$ cat src/rtl/serial_io_bridge_pkg.sv
// -----------------------------------------------------------------------------
// serial_io_bridge_pkg
// Shared types and helpers for the serial I/O bridge.
//   state_t        : bridge sequencer states (IDLE, WAIT)
//   dly_cnt_width  : width of the capture-delay down-counter for a given delay
// -----------------------------------------------------------------------------
package serial_io_bridge_pkg;

   typedef enum logic {
      IDLE = 1'b0,
      WAIT = 1'b1
   } state_t;

   // The counter is loaded with dly-1 and counts down to 0, so it only has to
   // hold values up to dly-1. Keep at least one bit so the vector is legal
   // when the delay feature is unused (dly = 0 or 1).
   function automatic int dly_cnt_width(input int dly);
      return (dly > 1) ? $clog2(dly) : 1;
   endfunction

endpackage

$ cat src/rtl/sio_shreg.sv
// -----------------------------------------------------------------------------
// sio_shreg
// Parallel-load, left-shifting register (MSB leaves first).
// Ports:
//   clk   in  1  rising-edge clock
//   rst   in  1  synchronous reset, active-high (clears q)
//   load  in  1  load d into q (wins over shift)
//   d     in  W  parallel load value
//   shift in  1  shift q left by one, sin enters at bit 0
//   sin   in  1  serial input
//   q     out W  register contents
// -----------------------------------------------------------------------------
module sio_shreg #(
   parameter int W = 8
) (
   input  logic         clk,
   input  logic         rst,
   input  logic         load,
   input  logic [W-1:0] d,
   input  logic         shift,
   input  logic         sin,
   output logic [W-1:0] q
);

   logic [W-1:0] q_reg;

   always_ff @(posedge clk) begin
      if (rst) begin
         q_reg <= '0;
      end else if (load) begin
         q_reg <= d;
      end else if (shift) begin
         q_reg <= {q_reg[W-2:0], sin};
      end
   end

   assign q = q_reg;

endmodule

$ cat src/rtl/serial_io_bridge.sv
// -----------------------------------------------------------------------------
// serial_io_bridge
// Serial-to-parallel harness letting a 3-pin host (din/stb/dout) drive a wide
// core. Bits on din shift into an input register; stb commits that register to
// par_out and captures par_in (immediately, or CAPTURE_DLY cycles later) into
// an output register that streams back on dout, MSB first.
//
// Optional feature macro: SERIAL_IO_BRIDGE_FRAME_CNT_EN
//   defined   : frame_cnt port and capture counter are present
//   undefined : no frame_cnt port; everything else identical
//
// Ports:
//   clk        in   1       sole clock, rising edge
//   rst        in   1       synchronous reset, active-high
//   din        in   1       serial data in
//   stb        in   1       update/capture strobe (level, sampled per cycle)
//   dout       out  1       serial data out (output register MSB)
//   par_out    out  DIN_W   parallel drive to core inputs
//   par_in     in   DOUT_W  parallel core outputs
//   busy       out  1       high while waiting for a delayed capture
//   upd_pulse  out  1       one-cycle pulse in the cycle after an update
//   short_err  out  1       last update saw fewer than DIN_W shifts
//   frame_cnt  out  CNT_W   completed captures, wrapping (macro only)
// -----------------------------------------------------------------------------
module serial_io_bridge
   import serial_io_bridge_pkg::*;
#(
   parameter int DIN_W       = 34,
   parameter int DOUT_W      = 71,
   parameter int CAPTURE_DLY = 0,
   parameter int CNT_W       = 8
) (
   input  logic              clk,
   input  logic              rst,
   input  logic              din,
   input  logic              stb,
   output logic              dout,
   output logic [DIN_W-1:0]  par_out,
   input  logic [DOUT_W-1:0] par_in,
   output logic              busy,
   output logic              upd_pulse,
   output logic              short_err
`ifdef SERIAL_IO_BRIDGE_FRAME_CNT_EN
   ,
   output logic [CNT_W-1:0]  frame_cnt
`endif
);

   localparam int DLY_W = dly_cnt_width(CAPTURE_DLY);
   localparam logic [DLY_W-1:0] DLY_LOAD =
      (CAPTURE_DLY > 0) ? DLY_W'(CAPTURE_DLY - 1) : '0;

   state_t            state_reg, state_next;
   logic [DLY_W-1:0]  dly_cnt_reg, dly_cnt_next;
   logic [CNT_W-1:0]  shift_cnt_reg;
   logic [DIN_W-1:0]  par_out_reg;
   logic              upd_pulse_reg;
   logic              short_err_reg;

   logic              shift_en;
   logic              update;
   logic              capture;

   logic [DIN_W-1:0]  din_shr;
   logic [DOUT_W-1:0] dout_shr;

   // -------------------------------------------------------------------------
   // Shift registers
   // -------------------------------------------------------------------------
   sio_shreg #(.W(DIN_W)) u_din_shr (
      .clk   (clk),
      .rst   (rst),
      .load  (1'b0),
      .d     ({DIN_W{1'b0}}),
      .shift (shift_en),
      .sin   (din),
      .q     (din_shr)
   );

   // The output chain is fed from the input chain's MSB so a continuous
   // stream keeps flowing host -> din_shr -> dout_shr -> host.
   sio_shreg #(.W(DOUT_W)) u_dout_shr (
      .clk   (clk),
      .rst   (rst),
      .load  (capture),
      .d     (par_in),
      .shift (shift_en),
      .sin   (din_shr[DIN_W-1]),
      .q     (dout_shr)
   );

   // Only the MSB leaves the block; the lower bits live purely inside the
   // shift chain.
   logic dout_shr_low_unused;
   assign dout_shr_low_unused = ^dout_shr[DOUT_W-2:0];

   // -------------------------------------------------------------------------
   // Sequencer: next state and per-cycle actions
   // -------------------------------------------------------------------------
   always_comb begin
      state_next   = state_reg;
      dly_cnt_next = dly_cnt_reg;
      shift_en     = 1'b0;
      update       = 1'b0;
      capture      = 1'b0;

      case (state_reg)
         IDLE: begin
            if (stb) begin
               update = 1'b1;
               if (CAPTURE_DLY == 0) begin
                  // Legacy mode: the core's response to the old inputs is
                  // sampled on the very edge that applies the new ones.
                  capture = 1'b1;
               end else begin
                  dly_cnt_next = DLY_LOAD;
                  state_next   = WAIT;
               end
            end else begin
               shift_en = 1'b1;
            end
         end
         WAIT: begin
            // Loaded with CAPTURE_DLY-1, so the zero-check edge lands exactly
            // CAPTURE_DLY edges after the update edge.
            if (dly_cnt_reg == '0) begin
               capture    = 1'b1;
               state_next = IDLE;
            end else begin
               dly_cnt_next = dly_cnt_reg - DLY_W'(1);
            end
         end
         default: begin
            state_next = IDLE;
         end
      endcase
   end

   // -------------------------------------------------------------------------
   // Registers
   // -------------------------------------------------------------------------
   always_ff @(posedge clk) begin
      if (rst) begin
         state_reg     <= IDLE;
         dly_cnt_reg   <= '0;
         shift_cnt_reg <= '0;
         par_out_reg   <= '0;
         upd_pulse_reg <= 1'b0;
         short_err_reg <= 1'b0;
      end else begin
         state_reg     <= state_next;
         dly_cnt_reg   <= dly_cnt_next;
         upd_pulse_reg <= update;

         if (update) begin
            par_out_reg   <= din_shr;
            short_err_reg <= (32'(shift_cnt_reg) < DIN_W);
            shift_cnt_reg <= '0;
         end else if (shift_en && (shift_cnt_reg != '1)) begin
            shift_cnt_reg <= shift_cnt_reg + 1'b1;
         end
      end
   end

`ifdef SERIAL_IO_BRIDGE_FRAME_CNT_EN
   logic [CNT_W-1:0] frame_cnt_reg;

   always_ff @(posedge clk) begin
      if (rst) begin
         frame_cnt_reg <= '0;
      end else if (capture) begin
         frame_cnt_reg <= frame_cnt_reg + 1'b1;
      end
   end

   assign frame_cnt = frame_cnt_reg;
`endif

   assign dout      = dout_shr[DOUT_W-1];
   assign par_out   = par_out_reg;
   assign busy      = (state_reg == WAIT);
   assign upd_pulse = upd_pulse_reg;
   assign short_err = short_err_reg;

endmodule

$ cat config.mk
export PLATFORM = sky130hd
export DESIGN_NAME = serial_io_bridge
export DESIGN_NICKNAME = d
export VERILOG_FILES = /design/src/rtl/serial_io_bridge_pkg.sv /design/src/rtl/sio_shreg.sv /design/src/rtl/serial_io_bridge.sv
export SDC_FILE = /design/constraint.sdc
export NUM_CORES = 1
export LEC_CHECK = 0
export ABC_AREA = 0
export CAP_MARGIN = 5
export CORE_ASPECT_RATIO = 1.5
export CORE_MARGIN = 2
export CORE_UTILIZATION = 26
export DETAILED_ROUTE_END_ITERATION = 16
export PLACE_DENSITY_LB_ADDON = 0.2
export SYNTH_ARGS = -nofsm -noshare
export SYNTH_HDL_FRONTEND = slang
export SYNTH_HIERARCHICAL = 1
export SYNTH_SLANG_ARGS = --single-unit
$ cat constraint.sdc
create_clock -name clk -period 1.4 [get_ports clk]
set_input_delay 0.28 -clock clk [delete_from_list [all_inputs] [get_ports clk]]
set_output_delay 0.28 -clock clk [all_outputs]
set_load 0.02 [all_outputs]
==> results.yml <==
run_status:
  status: "finished, final reports clean"
logic_synthesis:
  synth_ff_type: "dfxtp_1"
  synthesis.area_um2: 6770
  synth-seq-cells: 149
  synth.most_common_cell: "dfxtp_1"
  synthArstFlopShare_pct: 0
  synth-edff-count: 0
  synthCells: 632
  syn_avg_cell_area_um2: 10.7
  synth_area_leaders: "dfxtp_1 44%, mux2i_1 21%, nor2b_1 9.7%, a211oi_1 8.3%, a211oi_2 5.7%"
  yosys-top-cells-count: "149 x dfxtp_1, 140 x mux2i_1, 105 x nor2b_1, 75 x a211oi_1, 37 x nor2_1"
  yosys_warnings: 6
  netlist.top_cell.by_area: "dfxtp_1"
  synth_cell_types: 38
  yosysSeqAreaShare_pct: 44.1
  synth_top_area_share_pct: 44.1
flow_run:
  cap_violations: 0
sta:
  fin_setup_tns_ns: 0
  hold_viol: 0
  finalCriticalPeriod_ns: 1.36
  finalSetupViolCount: 0
  skew_ns: 0.00762
  fmax_mhz: 734
  slew_violations: 0
  rsz0062_at_grt: "no"
  period_share_pct: 97.3
layout:
  nNetsFinal: 847
  drive_gt1_share_pct: 14.3
  regArea_um2: 2980
  syn_to_final_growth_pct: 32.5
  final.fill_count: 2648
  multiInputGateArea_um2: 3550
  largest_reg_flops: 71
  layoutNonFillerInstCount: 1116
floorplanning:
  die_w_um: 136
  initial_core_util_pct: 26.4
  core-area_um2: 25700
  dieArea_um2: 27400
  io_pins: 113
  row_count: 72
  die_y_um: 202
min_path:
  hold_depth: 2
  hp-class: "in -> reg"
drt:
  via_count: 4884
  ant_nets: 0
  drt-total-wl_mm: 16.3
  drt-wirelength-per-cell_um: 14.6
  first_pass_iters: 4
  drc: 0
  drt_iter0_drc: 128
  vias_per_cell: 4.38
worst_setup_path:
  slowest_delay_ns: 0.33
  crit_required_ns: 1.12
  cp_cell_sequence: "dlygate4sd2_1"
  worst-setup-path-type: "reg -> out"
  worst-path-stages: 1
  r2r_start: "shift_cnt_reg[0]"
  critPathLaunch: "par_out[24]"
  rr_worst_depth: 4
  arrival_ns: 1.08
  crit_buf_inv: 1
  crit_fanout: 2
  endpoint_kind: "primary output"
  crit_family: "flip-flops"
  endpoint: "par_out[24]"
  r2r_slack_ns: 0.11
  timing.rr.end: "shift_cnt_reg[5]"
  slowest_stage: "dfxtp_1"
  critical_path.startpoint_type: "flip-flop"
clock_network:
  clockRootBuffer: "clkbuf_16"
  cts_made_buffers: 17
  clkTransAtPathRegs_ns: 0.06
  cts_tree: "yes"
  htree_levels: 4
  cts_buffer_depth: 2
  clock_sinks: 149
  cts_setup_buffers: 0
  clock_latency_ns: 0.43
placement:
  dp.cells: 1085
  io_buffer_count: 111
  gp_congestion: 0.713
  dpl.hpwl_mm: 10.7
global_routing:
  grt_pass1_vias: 5155
  grt_usage_pct: 12.3
  grt_pass1_wl_mm: 26.4
  grt_remaining_overflow: 0
  antenna_found_initial: 0
  grt_max_degree: 57
power:
  power-per-cell-area_nw_per_um2: 1260
  p_leak_nw: 3.68
  peakVddDrop_v: 0.000778
## worst min-delay path by stage
stage | startpoint | endpoint
finish | rst | u_din_shr/q[7]
global route | rst | u_din_shr/q[8]
CTS | rst | u_din_shr/q[7]
detailed placement | par_out[18] | par_out[18]
global placement | par_out[18] | par_out[18]
floorplan | par_in[68] | u_dout_shr/q[68]
## power by group
part           switching [mW]  internal [mW]  total (mW)  leakage, nW
sequential              0.171           4.52        4.69         1.23
combinational           0.639          0.701        1.34         2.12
clock                    1.77           3.52        5.29        0.325
total                    2.58           8.74        11.3         3.68
## final cells by class
class | instances | share of cell area, %
antenna | 1 | 0.0279
clock buffer | 22 | 5.40
clock inverter | 8 | 2.18
inverter | 3 | 0.181
multi-input combinational | 467 | 39.5
sequential | 149 | 33.3
tap | 333 | 4.65
timing repair buffer | 133 | 14.8
## metrics by stage
step	hold WS (ns)	setup slack (ns)	area (µm²)	total power [mW]	utilization, %
floorplan	0.471	0.134	6930	5.65	-
global placement	0.478	0.0628	8340	6.15	32.5
detailed placement	0.482	0.0390	8340	6.16	32.5
CTS	0.163	0.00142	9010	11.5	35.1
global route	0.175	0.000647	8970	11.8	34.9
finish	0.182	0.0378	8970	11.3	34.9
## kinds of logic (layout without fill, tap and decap cells)
logic type / after synthesis / in the layout / synth area share, %
compound gates: 120 / 120 / 15.4
fa+ha+maj: 1 / 1 / 0.185
buf+inv: 58 / 166 / 5.93
flops: 149 / 149 / 44.1
mux: 140 / 140 / 20.7
other cells: 1 / 44 / 0.0554
simple gates: 163 / 163 / 13.7
## what timing repair did
| action | 4_1_cts | 5_1_grt |
|---|---|---|
| resized for setup | 66 | 28 |
| pin swaps | 0 | 0 |
| hold buffers | 0 | 0 |
| cloned | 0 | 0 |
| setup endpoints to repair | 37 | 27 |
## cell usage in the layout (no fill, tap or decap), drive strengths merged, types with 2 or more instances in the layout
cell / Yosys / final
clkdlybuf4s15: 0 / 23
conb: 1 / 43
and3: 2 / 2
a21oi: 3 / 3
clkdlybuf4s50: 0 / 72
nor3: 4 / 4
a31oi: 2 / 2
nor2: 38 / 38
mux2i: 140 / 140
nor2b: 105 / 105
buf: 31 / 25
nand4: 2 / 2
clkinvlp: 0 / 2
a211oi: 106 / 106
bufinv: 0 / 6
inv: 3 / 3
dfxtp: 149 / 149
clkbuf: 24 / 34
o21ai: 4 / 4
nand2: 5 / 5
or3: 2 / 2
nand3: 2 / 2
## per-layer routing
layer | share of wire [%] | global-route usage, % | vias to the layer above | wire [µm]
met5 | 0 | 0 | - | 0
met4 | 1.2 | 4.02 | 0 | 201
met3 | 4.9 | 3.60 | 11 | 799
met2 | 49 | 20.8 | 104 | 8020
met1 | 45 | 14.9 | 2267 | 7290
li1 | - | - | 2502 | -
(Power assumes the default switching activity.)
